**src/rtl/ripple_counter4_pkg.sv**
```systemverilog
// Shared constants for the ripple_counter4 toggle-chain counter.
package ripple_counter4_pkg;

  localparam int COUNTER_WIDTH_DEFAULT = 4;
  localparam int COUNT_RESET           = 0;

endpackage : ripple_counter4_pkg

```
**src/rtl/ripple_counter4_tff_stage.sv**
```systemverilog
// One-bit toggle flip-flop with synchronous active-high clear.
module tff_stage
  import ripple_counter4_pkg::*;
#(
  parameter logic RESET_VAL = 1'b0
) (
  input  logic clk,
  input  logic reset,
  input  logic t,
  output logic q
);

  logic bit_d;
  logic bit_q;

  always_comb begin
    bit_d = bit_q ^ t;
  end

  always_ff @(posedge clk) begin
    if (reset) begin
      bit_q <= RESET_VAL;
    end else begin
      bit_q <= bit_d;
    end
  end

  assign q = bit_q;

endmodule : tff_stage

```
**src/rtl/ripple_counter4.sv**
```systemverilog
// Binary up-counter: a chain of toggle stages, all on one clock, where each
// stage toggles once every lower stage reads 1.
module ripple_counter4
  import ripple_counter4_pkg::*;
#(
  parameter int WIDTH = COUNTER_WIDTH_DEFAULT
) (
  output logic [WIDTH-1:0] q,
  input  logic             clk,
  input  logic             reset
);

  localparam logic [WIDTH-1:0] RESET_Q = WIDTH'(COUNT_RESET);

  logic [WIDTH-1:0] stage_q;

  // Each generate block holds its own enable so the AND chain stays a
  // simple cascade of scalars rather than a self-referencing vector.
  for (genvar gi = 0; gi < WIDTH; gi++) begin : g_stage
    logic t;

    if (gi == 0) begin : g_lsb
      assign t = 1'b1;
    end else begin : g_upper
      assign t = g_stage[gi-1].t & stage_q[gi-1];
    end

    tff_stage #(
      .RESET_VAL (RESET_Q[gi])
    ) u_tff (
      .clk   (clk),
      .reset (reset),
      .t     (t),
      .q     (stage_q[gi])
    );
  end

  assign q = stage_q;

endmodule : ripple_counter4

```
**config.mk**
```make
export PLATFORM = sky130hd
export DESIGN_NAME = ripple_counter4
export DESIGN_NICKNAME = d
export VERILOG_FILES = /design/src/rtl/ripple_counter4_pkg.sv /design/src/rtl/ripple_counter4_tff_stage.sv /design/src/rtl/ripple_counter4.sv
export SDC_FILE = /design/constraint.sdc
export NUM_CORES = 1
export LEC_CHECK = 0
export ABC_CLOCK_PERIOD_IN_PS = 1100
export CORE_AREA = 8 8 45 47
export DETAILED_ROUTE_END_ITERATION = 8
export DIE_AREA = 0 0 53 55
export PLACE_DENSITY = 0.32
export SKIP_LAST_GASP = 1
export SLEW_MARGIN = 20
export SYNTH_ARGS = -nofsm -noshare
export SYNTH_HDL_FRONTEND = slang
export SYNTH_HIERARCHICAL = 1
export SYNTH_SLANG_ARGS = --single-unit
```
**constraint.sdc**
```tcl
create_clock -name clk -period 1.1 [get_ports clk]
set_input_delay 0.22 -clock clk [delete_from_list [all_inputs] [get_ports clk]]
set_output_delay 0.22 -clock clk [all_outputs]
set_load 0.01 [all_outputs]
```
==> results.md <==
Setup path:
- The worst setup path is of the reg -> out kind.
- The signal on the critical path passes through dlygate4sd2_1.
- The worst endpoint required time is 0.88 ns.
- Counting cells, the worst reg-to-reg path comes to 4.
- The delay of the slowest cell on the worst path is 0.32 ns.
- In this run the number of cells on the critical path is 1.
- The cell type group with the largest total delay on the critical path is flip-flops.
- Data arrives at the worst endpoint at 0.83 ns.
- Along the worst path, the maximum fanout reaches 2.
- The cell with the largest stage delay on the worst path is dfxtp_1.
- The number of buffers and inverters on the critical path is 1.
- The register-to-register path setup slack is 0.18 ns.
- STA classifies the critical path endpoint as an output pin.
- STA classifies the critical path startpoint as a register.

Floorplan:
- The horizontal die dimension is 53 um.
- In this run the count of I/O pins placed on the die edge is 6.
- The cell row count is 14.
- Once the floorplan was initialized, standard cells occupied 11.1% of the core.
- The area of the core is 1380 um2.
- Measured along the y axis, the die boundary spans 55 um.
- The die outline area is 2920 um2.

Timing:
- The number of pins exceeding their max-slew limit in the final report came to 0.
- The final worst clock skew is 0.00736 ns.
- Setup repair after global routing left no endpoint under its margin.
- The time the final worst path needs with I/O delays and setup is 1.05 ns.
- The total setup violations reported at the end of the flow is 0.
- Adding up every negative setup slack in the final design gives 0 ns.
- The minimum setup slack in the final design is 0.0504 ns.
- The final hold violation count is 0.
- The final cycle utilization of the critical path is 95.4%.
- The maximum clock frequency is 953 MHz.

Layout:
- The area growth from synthesis to layout is 72.4%.
- The number of flip-flops in the largest register is 4.
- The share of final-layout standard cells stronger than drive strength 1 is 25.9%.
- The antenna diode count is 0.
- After the last flow step, the layout net total stands at 31.
- The final cell count without fillers is 43.
- The number of filler cells placed in the layout is 154.
- Cells fill 19.2% of the core in the end.

Synthesis:
- After synthesis, the cell types taking the most area are dfxtp_1 (52%), xnor2_1 (23%), nor2_1 (9.8%).
- The proportion of register bits with asynchronous set or reset after synthesis is 0%.
- The count of flip-flops with a built-in enable after synthesis is 0.
- The count of cell types in the netlist is 7.
- The most common flop cell mapped by yosys is dfxtp_1.
- The number of nets in the synthesized netlist is 18.
- The sequential share of the synthesized area is 52.0%.
- Synthesis produced a netlist whose cell count is 16.
- Of all cell types, the one taking the most synthesized area is dfxtp_1.
- The warning count from the yosys run is 6.
- The average instance in the mapped netlist occupies 9.62 um2.
- The proportion of netlist area held by the largest area contributor is 52.0%.
- The mapped netlist covers 154 um2.
- The number of synthesized register bits is 4.
- By count the netlist is led by dfxtp_1 (4), nor2_1 (4), xnor2_1 (4).

Placement:
- The count of buffers from port buffering is 5.
- The final estimated routing congestion in global placement is 0.520.
- At the placement stage, the worst setup path has a slack of 0.0213 ns.
- Counting tap cells, the placed design contains a total of 40 instances.

Route:
- The detailed-route vias per instance is 3.05.
- The total wirelength of the detailed-routed design is 350 um.
- After the first detailed-routing iteration, the DRC count stood at 2.
- The length of the first detailed-routing pass in iterations is 4.
- The per-cell routed wire length is 8.14 um.
- The post-route antenna net violation count is 0.
- The post-detailed-route DRC marker count is 0.
- The detailed-route via count is 131.

CTS:
- In this run the deepest clock path goes through 2 buffers.
- Buffers added to address setup during post-CTS repair amount to 0.
- Hold repair after CTS inserted 0 buffers.
- The number of H-tree levels is 1.
- At the later pin of the worst-skew pair, clock insertion delay measures 0.23 ns.
- The CTS clock-pin slew for the worst setup and hold paths is 0.04 ns.
- The cell at the root of the clock tree is clkbuf_4.
- Clock tree synthesis inserted a total of 3 buffers.
- The clock sink count is 4.
- The clock tree from TritonCTS is built.

Global routing:
- The number of global-route vias before repair was 119.
- The initial antenna violation count was 0.
- The maximum number of pins on one net before global-route repair is 5.
- The global-route usage over all layers is 3.11%.
- For this run the aggregate overflow at the end of global routing stands at 0.
- The wire length of the first global-routing pass is 510 um.

Power:
- VDD sags by at most 546 uV.
- The static leakage is 0.124 nW.
- Power spread over the standard cell area amounts to 1570 nW/um2.

Worst hold path:
- The worst min-delay path class is reg -> reg.
- The worst hold path was traced through 3 stages.

Job:
- The total of max-cap violations is 0.

Outcome:
- The flow ran to the end, and the final reports show no timing, DRC or antenna violations.
==> power breakdown <==
group	switching [W]	total [W]	internal (W)
clock	0.0000594	0.000181	0.000122
sequential	0.00000525	0.000163	0.000157
combinational	0.0000301	0.0000721	0.0000420
==> through the flow <==
stage / power, W / hold WS [ns] / area [um2]
floorplan: 0.000202 / 0.292 / 154
global route: 0.000443 / 0.613 / 265
finish: 0.000416 / 0.585 / 265
detailed placement: 0.000245 / 0.581 / 246
CTS: 0.000427 / 0.590 / 264
global placement: 0.000244 / 0.569 / 246
==> cells by family (layout without fill, tap and decap cells) <==
kind of cell	count (synthesis)	in the layout	synth area share, %
other cells	1	1	2.44
buf+inv	1	12	4.88
simple gates	6	6	17.9
flops	4	4	52.0
xor+xnor	4	4	22.8
==> layout by cell type, fill, tap and decap left out <==
cell,count
nor2_1,4
and2_1,1
buf_4,4
dfxtp_1,4
dlygate4sd2_1,3
clkdlybuf4s50_1,1
clkdlybuf4s15_1,1
and3_1,1
xnor2_1,4
clkbuf_4,3
conb_1,1
==> worst min-delay path: stages (launching register included) <==
cell and delay, ns:
dfxtp_1 0.32, buf_4 0.11, xnor2_1 0.05, nor2_1 0.07
==> final cells by class <==
class                           instances  area (um2)  share of cell area [%]
Clock buffer                            3        22.5                    8.49
Multi-Input combinational cell         11        66.3                    25.0
Sequential cell                         4        80.1                    30.2
Tap cell                               16        20.0                    7.55
Timing Repair Buffer                    9        76.3                    28.8
==> worst paths after layout <==
check,start,to
worst max-delay path,g_stage[3].u_tff/q$_SDFF_PP0_,q[3]
worst max register to register,g_stage[0].u_tff/q$_SDFF_PP0_,g_stage[3].u_tff/q$_SDFF_PP0_
worst min register to register,g_stage[3].u_tff/q$_SDFF_PP0_,g_stage[3].u_tff/q$_SDFF_PP0_
worst min-delay path,g_stage[3].u_tff/q$_SDFF_PP0_,g_stage[3].u_tff/q$_SDFF_PP0_
==> layer usage <==
metal | global-route usage [%] | wire, um | vias to the layer above | part of all wire, %
li1 | - | - | 68 | -
met4 | 2.59 | 0 | 0 | 0
met3 | 5.88 | 82 | 0 | 23
met1 | 2.43 | 159 | 57 | 45
met5 | 0 | 0 | - | 0
met2 | 2.54 | 107 | 6 | 31
==> what timing repair did <==
item / CTS / global route
gates resized for setup: 4 / 1
setup endpoints to repair: 4 / 1
pin swaps: 0 / 0
endpoints found under the hold margin: 0 / 0
Note: power is estimated with default switching activity, not from simulation.
